### config.mk
export PLATFORM = sky130hd
export DESIGN_NAME = load_store_unit_flat
export DESIGN_NICKNAME = d
export VERILOG_FILES = /design/src/rtl/load_store_unit_if.sv /design/src/rtl/load_store_unit.sv /design/src/flat_wrapper.sv
export SDC_FILE = /design/constraint.sdc
export NUM_CORES = 1
export LEC_CHECK = 0
export BUFFER_PORTS_ARGS = -buffer_cell sky130_fd_sc_hd__buf_2
export CAP_MARGIN = 40
export CORE_AREA = 2 2 116 73
export CTS_CLUSTER_SIZE = 24
export DETAILED_ROUTE_END_ITERATION = 8
export DIE_AREA = 0 0 118 75
export PLACE_DENSITY = 0.81
export SYNTH_ARGS = -nofsm -noshare
export SYNTH_HDL_FRONTEND = slang
export SYNTH_SLANG_ARGS = --single-unit
### constraint.sdc
create_clock -name clk -period 1.74 [get_ports clk]
set_input_delay 0.348 -clock clk [delete_from_list [all_inputs] [get_ports clk]]
set_output_delay 0.348 -clock clk [all_outputs]
set_load 0.02 [all_outputs]
### src/rtl/load_store_unit_if.sv
// Bundles the request, response and data-memory signals of the load/store unit.
// The slave modport is the unit itself; the master modport is its environment.
interface load_store_unit_if #(
  parameter int ADDR_W = 10
) ();
  logic              req_valid;
  logic              req_ready;
  logic              req_store;
  logic [2:0]        req_funct3;
  logic [31:0]       req_addr;
  logic [31:0]       req_wdata;
  logic              resp_valid;
  logic              resp_ready;
  logic [31:0]       resp_rdata;
  logic [1:0]        resp_fault;
  logic [2:0]        mem_access;
  logic [1:0]        mem_size;
  logic [ADDR_W-1:0] mem_addr;
  logic [31:0]       mem_wdata;
  logic [31:0]       mem_rdata;

  modport slave (
    input  req_valid, req_store, req_funct3, req_addr, req_wdata, resp_ready, mem_rdata,
    output req_ready, resp_valid, resp_rdata, resp_fault, mem_access, mem_size, mem_addr, mem_wdata
  );

  modport master (
    output req_valid, req_store, req_funct3, req_addr, req_wdata, resp_ready, mem_rdata,
    input  req_ready, resp_valid, resp_rdata, resp_fault, mem_access, mem_size, mem_addr, mem_wdata
  );
endinterface

### src/rtl/load_store_unit.sv
// Single-outstanding RV32I load/store unit in front of a byte-addressed data memory
// that always sign-extends; zero-extension for LBU/LHU is applied here.
module load_store_unit #(
  parameter int ADDR_W = 10
) (
  input  logic             clk,
  input  logic             rst_n,
  load_store_unit_if.slave bus
);
  localparam logic [1:0] IDLE   = 2'd0;
  localparam logic [1:0] ACCESS = 2'd1;
  localparam logic [1:0] LATCH  = 2'd2;
  localparam logic [1:0] RESP   = 2'd3;

  logic [1:0]        state;
  logic              r_store;
  logic [2:0]        r_funct3;
  logic [ADDR_W-1:0] r_addr;
  logic [31:0]       r_wdata;
  logic [31:0]       r_rdata;
  logic [1:0]        r_fault;

  logic       accept;
  logic       illegal;
  logic       out_of_range;
  logic       misaligned;
  logic [1:0] fault_code;

  assign accept = bus.req_valid && (state == IDLE);

  // Fault priority: illegal funct3, then range, then alignment.
  always_comb begin
    illegal      = (bus.req_funct3 == 3'b011) || (bus.req_funct3 == 3'b110) ||
                   (bus.req_funct3 == 3'b111) || (bus.req_store && (bus.req_funct3 > 3'b010));
    out_of_range = (bus.req_addr[31:ADDR_W] != '0);
    misaligned   = ((bus.req_funct3[1:0] == 2'b01) && bus.req_addr[0]) ||
                   ((bus.req_funct3[1:0] == 2'b10) && (bus.req_addr[1:0] != 2'b00));
    fault_code   = 2'b00;
    if (illegal)           fault_code = 2'b11;
    else if (out_of_range) fault_code = 2'b10;
    else if (misaligned)   fault_code = 2'b01;
  end

  always_ff @(posedge clk or negedge rst_n) begin
    if (!rst_n) begin
      state    <= IDLE;
      r_store  <= 1'b0;
      r_funct3 <= '0;
      r_addr   <= '0;
      r_wdata  <= '0;
      r_rdata  <= '0;
      r_fault  <= '0;
    end else begin
      case (state)
        IDLE: begin
          if (accept) begin
            r_store  <= bus.req_store;
            r_funct3 <= bus.req_funct3;
            r_addr   <= bus.req_addr[ADDR_W-1:0];
            r_wdata  <= bus.req_wdata;
            r_rdata  <= '0;
            r_fault  <= fault_code;
            state    <= (fault_code != 2'b00) ? RESP : ACCESS;
          end
        end
        ACCESS: state <= r_store ? RESP : LATCH;
        LATCH: begin
          case (r_funct3)
            3'b100:  r_rdata <= {24'b0, bus.mem_rdata[7:0]};
            3'b101:  r_rdata <= {16'b0, bus.mem_rdata[15:0]};
            default: r_rdata <= bus.mem_rdata;
          endcase
          state <= RESP;
        end
        RESP: begin
          if (bus.resp_ready) state <= IDLE;
        end
        default: state <= IDLE;
      endcase
    end
  end

  // mem_access decodes straight from the state register so an asynchronous
  // reset during ACCESS removes the enable before the next edge.
  always_comb begin
    bus.mem_access = 3'b000;
    if (state == ACCESS) bus.mem_access = r_store ? 3'b011 : 3'b101;
  end

  assign bus.mem_size   = r_funct3[1:0];
  assign bus.mem_addr   = r_addr;
  assign bus.mem_wdata  = r_wdata;
  assign bus.req_ready  = (state == IDLE);
  assign bus.resp_valid = (state == RESP);
  assign bus.resp_rdata = r_rdata;
  assign bus.resp_fault = r_fault;
endmodule

### src/flat_wrapper.sv
// flat-port wrapper written by rule: the top's interface ports become plain ports
module load_store_unit_flat 
#(
  parameter int ADDR_W = 10
)
  (clk, rst_n, bus_req_valid, bus_req_store, bus_req_funct3, bus_req_addr, bus_req_wdata, bus_resp_ready, bus_mem_rdata, bus_req_ready, bus_resp_valid, bus_resp_rdata, bus_resp_fault, bus_mem_access, bus_mem_size, bus_mem_addr, bus_mem_wdata);
  load_store_unit_if #(.ADDR_W(ADDR_W)) bus_i ();
  input  logic clk;
  input  logic rst_n;
  input wire logic [$bits(bus_i.req_valid)-1:0] bus_req_valid;
  input wire logic [$bits(bus_i.req_store)-1:0] bus_req_store;
  input wire logic [$bits(bus_i.req_funct3)-1:0] bus_req_funct3;
  input wire logic [$bits(bus_i.req_addr)-1:0] bus_req_addr;
  input wire logic [$bits(bus_i.req_wdata)-1:0] bus_req_wdata;
  input wire logic [$bits(bus_i.resp_ready)-1:0] bus_resp_ready;
  input wire logic [$bits(bus_i.mem_rdata)-1:0] bus_mem_rdata;
  output wire logic [$bits(bus_i.req_ready)-1:0] bus_req_ready;
  output wire logic [$bits(bus_i.resp_valid)-1:0] bus_resp_valid;
  output wire logic [$bits(bus_i.resp_rdata)-1:0] bus_resp_rdata;
  output wire logic [$bits(bus_i.resp_fault)-1:0] bus_resp_fault;
  output wire logic [$bits(bus_i.mem_access)-1:0] bus_mem_access;
  output wire logic [$bits(bus_i.mem_size)-1:0] bus_mem_size;
  output wire logic [$bits(bus_i.mem_addr)-1:0] bus_mem_addr;
  output wire logic [$bits(bus_i.mem_wdata)-1:0] bus_mem_wdata;
  assign bus_i.req_valid = bus_req_valid;
  assign bus_i.req_store = bus_req_store;
  assign bus_i.req_funct3 = bus_req_funct3;
  assign bus_i.req_addr = bus_req_addr;
  assign bus_i.req_wdata = bus_req_wdata;
  assign bus_i.resp_ready = bus_resp_ready;
  assign bus_i.mem_rdata = bus_mem_rdata;
  assign bus_req_ready = bus_i.req_ready;
  assign bus_resp_valid = bus_i.resp_valid;
  assign bus_resp_rdata = bus_i.resp_rdata;
  assign bus_resp_fault = bus_i.resp_fault;
  assign bus_mem_access = bus_i.mem_access;
  assign bus_mem_size = bus_i.mem_size;
  assign bus_mem_addr = bus_i.mem_addr;
  assign bus_mem_wdata = bus_i.mem_wdata;
  load_store_unit #(.ADDR_W(ADDR_W)) u_core (.clk(clk), .rst_n(rst_n), .bus(bus_i));
endmodule
# After elaboration in Yosys (flattened, before gate mapping)
# Index checks and enable logic that the tools add are counted.
# W data, S select, Z words.
# totals
reg_bits	82
latch_bits	0
ramBits	0
mem_bits_ro	0
inputBits	104
out_inout_bits	83
elab_cells	49
memories	0
# classes
n_addsub	0
multipliers	0
div_mod_pow	0
n_lt_le_gt_ge	1
eq_ne	12
shift	0
muxes	13
bitwise	0
reduce_logical	16
# ops
op	n
$pmux W32 S2	2
$mux W32	1
$reduce_bool A22 Y1	1
$eq A3 B3 Y1 const B	4
$mux W2	5
$pmux W2 S4	1
$eq A2 B2 Y1 const B	3
$mux W3	2
$reduce_and A2 Y1	3
$reduce_bool A2 Y1	3
$eq A2 B1 Y1 const B	2
$logic_and A1 B1 Y1	4
$logic_or A1 B1 Y1	4
$eq A3 B2 Y1 const B	1
$gt A3 B2 Y1 const B	1
$logic_not A2 Y1	1
$mux W1	2
$ne A2 B1 Y1 const B	1
$ne A2 B2 Y1 const B	1

# Depth between registers and ports, before layout
# depth
ltp_word	10
ltp_mapped	7
mapped_depth_nobuf	6

# Worst setup path before layout
# Ideal clock, no wire load.
# synth_timing
kind	register -> register
from	reg u_core.state[0]
to	reg u_core.r_rdata[21], in the netlist u_core.bus.resp_rdata[21]
setup_time_ps	121
t_arrival_ps	1577
required_ps	1619
slack_ps	42
stages_incl_launch_ff	8
path_buffers	1
synth_period_minus_slack_ps	1698
path_cell_list	dfrtp_1 -> inv_1 -> ha_1 -> nor2b_1 -> nand2b_4 -> a21oi_4 -> buf_6 -> a22o_1
# synth_via
elab_chain_len	4
elab_cells_between_ends	7
classes_between	eq/ne (2); mux (1); reduce/logical (4)
# synth_lines
item	line	source
from (decl)	load_store_unit.sv:15	logic [1:0] state;
from (signal assigned)	load_store_unit.sv:63	state <= (fault_code != 2'b00) ? RESP : ACCESS;
from (signal assigned)	load_store_unit.sv:66	ACCESS: state <= r_store ? RESP : LATCH;
$logic_not A2 Y1 *	-	
via bus_req_ready	flat_wrapper.sv:17	output wire logic [$bits(bus_i.req_ready)-1:0] bus_req_ready;
$logic_and A1 B1 Y1	load_store_unit.sv:29	assign accept = bus.req_valid && (state == IDLE);
$ne A2 B1 Y1 (no source line)	-	
$reduce_and A2 Y1 (no source line)	-	
to (signal assigned)	load_store_unit.sv:69	3'b100: r_rdata <= {24'b0, bus.mem_rdata[7:0]};
to (signal assigned)	load_store_unit.sv:70	3'b101: r_rdata <= {16'b0, bus.mem_rdata[15:0]};
to (signal assigned)	load_store_unit.sv:71	default: r_rdata <= bus.mem_rdata;
to (decl)	load_store_unit.sv:20	logic [31:0] r_rdata;
# The timed path passes the listed nets; every way through them passes the cells marked *.
# A chain may end at the register's enable or synchronous reset.

# Worst setup path after layout
# layout_timing
from	reg u_core.state[0]
to	out bus_req_ready
# layout_via
elab_chain_len	1
# layout_lines
item	line	source
$logic_not A2 Y1	load_store_unit.sv:93	assign bus.req_ready = (state == IDLE);
to (decl)	flat_wrapper.sv:17	
# Every way passes these cells.

==> impl_results.md <==
- Run status: finished clean
- Power share of the combinational group: a little under half
- Layout cell share with drive strength beyond 1: 61.8%
- Count of boundary I/O pins: 187
- Register share of total power: between 30% and 40%
- Measured slew at the worst slew-check pin: around 0.44 ns
- Post-synthesis instance area: approximately 3400 um2
- Vias per inst: 5.03
- Maximum count of clock buffers along a single path: 2
- Cell type of the slowest stage on the worst timing path: sky130_fd_sc_hd__dfrtp_1
- Average wire per standard cell: 16.1 um
- Maximum clock frequency: around 600 MHz
- Fraction of power consumed by the clock network: between 20% and 30%
- Seq/Total Area, Yosys: 60.9%
- Critical path data arrival time: between 1 and 1.5 ns
- Commonest cells in the synthesized netlist: sky130_fd_sc_hd__dfrtp_1, sky130_fd_sc_hd__mux2_2, sky130_fd_sc_hd__a22o_1
- Syn avg cell area: approximately 14 um2
- Number of nets in the finished design: 537
- H-tree depth: 3
- Initial DRT Pass Iterations: 4
- All-Layer GR Usage: 20.2%
- Pleak: between 2 and 2.5 nW
- Vertical die dimension: around 75 um
- Crit-path cells: inv_2, ha_4, buf_6, buf_4
- Number of synthesized register bits: 82
- Area of the die: 8850 um2
- Net switching power figure: between 3 and 4 mW
- Maximum number of pins on one net before global-route repair: a little over 80
- Net switching share of the total power: between 30% and 40%
- Fill cell count: 621
- Placement Setup Slack: 0.0498 ns
- Post-detail-place hpwl: between 6000 and 7000 um
- Syn-to-layout area delta: 45.1%
- DRT Wirelength: between 8000 and 9000 um
- Proportion of synthesized flip-flops having asynchronous set or reset: 100%
- Final worst path period share: just under 100%
- Area share of the largest cell type after synthesis: between 60% and 70%
- Synth Net Count: between 300 and 400
- DP Area: about 4500 um2
- CTS tree: done
- Antenna violations before repair: 0
- Core region area: 7730 um2
- Leftover overflow at the end of global routing: 0
- Placer congestion estimate: approximately 0.8
- Maximum fanout encountered on the critical timing path: 10
- Total of max-cap violations: 0
- Post-synth EDFFs: 0
- Remaining max-slew budget at the tightest pin: between 70% and 80%
- Remaining number of nets flagged by the antenna check after routing: 0
- Setup slack after layout: 0.0571 ns
- Input/output buffers: about 190
- CP Class: reg2out
- Global-route wire length before repair: between 10,000 and 15,000 um
- Kind of start point of the critical path: flop
- Most common cell in the netlist: sky130_fd_sc_hd__dfrtp_1
- Synth Instances: about 240
- Maximum single-stage delay on the critical path: approximately 0.43 ns
- Number of library cell types mapped by synthesis: 29
- Pint: roughly 6.4 mW
- Final-report max-slew violation count: 0
- Clock buffer count from CTS: 9
- FP Rows: 25
- Chip width: ~120 um
- # setup viols final: 0
- CP Data Required Time: approximately 1.4 ns
- Number of global-route vias before repair: ~2.7k
- Max rail drop VDD: 0.00107 V
- Post-layout minimum cycle time: 1.68 ns
- Yosys Warn Count: 0
- Number of vias in the routed layout: 2,726
- Root buffer cell: sky130_fd_sc_hd__clkbuf_16
- Final hold vios: 0
- Drt initial violations: approximately 140
- Min-delay worst type: in2async
- Top_reg_cell synth: sky130_fd_sc_hd__dfrtp_1
- Remaining routing DRC violations: 0
- Number of sinks handled by clock tree synthesis: 82
- Cell types occupying the most area after synthesis: sky130_fd_sc_hd__dfrtp_1, sky130_fd_sc_hd__mux2_2, sky130_fd_sc_hd__a22o_1, sky130_fd_sc_hd__mux2i_1, sky130_fd_sc_hd__a22oi_1
- # diodes: 0
- Clock input transition at the sequential cells of the worst setup and hold paths: approximately 0.060 ns
- PwrDens: between 2000 and 2500 nW/um2
- Worst-case clock skew: 0.00442 ns
- Crit end category: output pin
- Starting density of the core: 43.6%
- Design area: a little under 5000 um2
- Hold-fix buffer count after cts: 0
- Worst-Skew Late Latency: roughly 0.33 ns
- Cell type with the highest aggregate area in the netlist: sky130_fd_sc_hd__dfrtp_1
==> critical path, delay by kind of cell, from the launching register on <==
family / cells / cell delay, ns
buf+inv: 3 / 0.40
fa+ha+maj: 1 / 0.17
flops: 1 / 0.43
==> area by class of cell <==
type	count	area [um2]	share of cell area, %
flip-flops and latches	82	2050	42.0
multi-input cells	135	1230	25.2
repair buffers	197	1100	22.5
clock buffers	12	256	5.25
well taps	108	135	2.76
clock inverters	4	97.6	2.00
inverters	4	15.0	0.307
==> power groups by stage <==
| stage | Sequential, mW | Clock (mW) | Combinational, mW |
|---|---|---|---|
| after global routing | 3.48 | 2.34 | 5.02 |
| after CTS | 3.37 | 2.25 | 4.68 |
| final | 3.37 | 2.20 | 4.68 |
| after floorplan | 4.38 | 0 | 1.96 |
| after detailed placement | 3.38 | 0 | 4.63 |
| after global placement | 3.33 | 0 | 4.49 |
==> worst paths after layout <==
path                                          startpoint                        end  slack [ns]  cells past startpoint
worst max-delay path                     u_core.state[0]              bus_req_ready        0.06                      4
worst min-delay path                               rst_n   u_core.bus.mem_wdata[13]        0.02                      2
worst max register to register           u_core.state[0]  u_core.bus.resp_rdata[12]        0.17                      6
worst min register to register  u_core.bus.resp_fault[1]   u_core.bus.resp_fault[1]        0.50                      2
max in group asynchronous                          rst_n  u_core.bus.resp_rdata[14]        1.36                      2
min in group clk                       bus_mem_rdata[27]  u_core.bus.resp_rdata[27]        0.24                      2
==> per-stage QoR <==
step | setup TNS [ns] | utilization (%) | cells | hold WS [ns] | power (mW)
5_1_grt | -0.0196 | 63.3 | 542 | 0.0622 | 10.8
4_1_cts | 0 | 63.0 | 541 | 0.0523 | 10.3
3_3_place_gp | 0 | 58.3 | 525 | 0.403 | 7.82
3_5_place_dp | 0 | 58.3 | 525 | 0.412 | 8.02
6_report | 0 | 63.3 | 542 | 0.0192 | 10.2
2_1_floorplan | 0 | - | 235 | 0.0524 | 6.34
==> layer usage <==
layer | GRT usage [%] | routed length (um)
met3 | 7.12 | 742
met4 | 6.83 | 87
met5 | 0 | 0
met1 | 25.5 | 3620
met2 | 33.5 | 4260
==> registers in the layout, indices dropped and copies added, names as in the netlist <==
name	flops
u_core.bus.mem_wdata	32
u_core.bus.resp_rdata	32
u_core.bus.mem_addr	10
u_core.r_funct3	3
u_core.bus.resp_fault	2
u_core.state	2
u_core.r_store	1
==> cell families (layout without fill, tap and decap cells) <==
group	after synthesis	after routing	share of synthesized area, %
buffers and inverters	18	217	3.05
multiplexers	56	56	18.5
AO/OA/AOI/OAI	51	51	12.0
adder cells (fa/ha/maj)	4	4	1.49
AND/OR/NAND/NOR	24	24	4.01
flip-flops	82	82	60.9
==> cell usage in the layout (no fill, tap or decap), drive strengths merged, types with 2 or more instances in the layout <==
master | netlist | layout
a21oi | 3 | 3
a22o | 24 | 24
a22oi | 8 | 8
and2 | 2 | 2
buf | 13 | 197
bufinv | 0 | 3
clkbuf | 1 | 12
dfrtp | 82 | 82
ha | 4 | 4
inv | 4 | 4
mux2 | 47 | 47
mux2i | 9 | 9
nand2 | 4 | 4
nand2b | 2 | 2
nor2 | 4 | 4
nor2b | 3 | 3
nor3 | 2 | 2
nor4 | 6 | 6
o21ai | 11 | 11
==> repair_timing <==
item | CTS | global route
buffers inserted | 0 | 1
pin swaps | 0 | 0
resized for setup | 4 | 4
endpoints found under the setup margin | 1 | 3
Power figures use the tool's default switching activity.
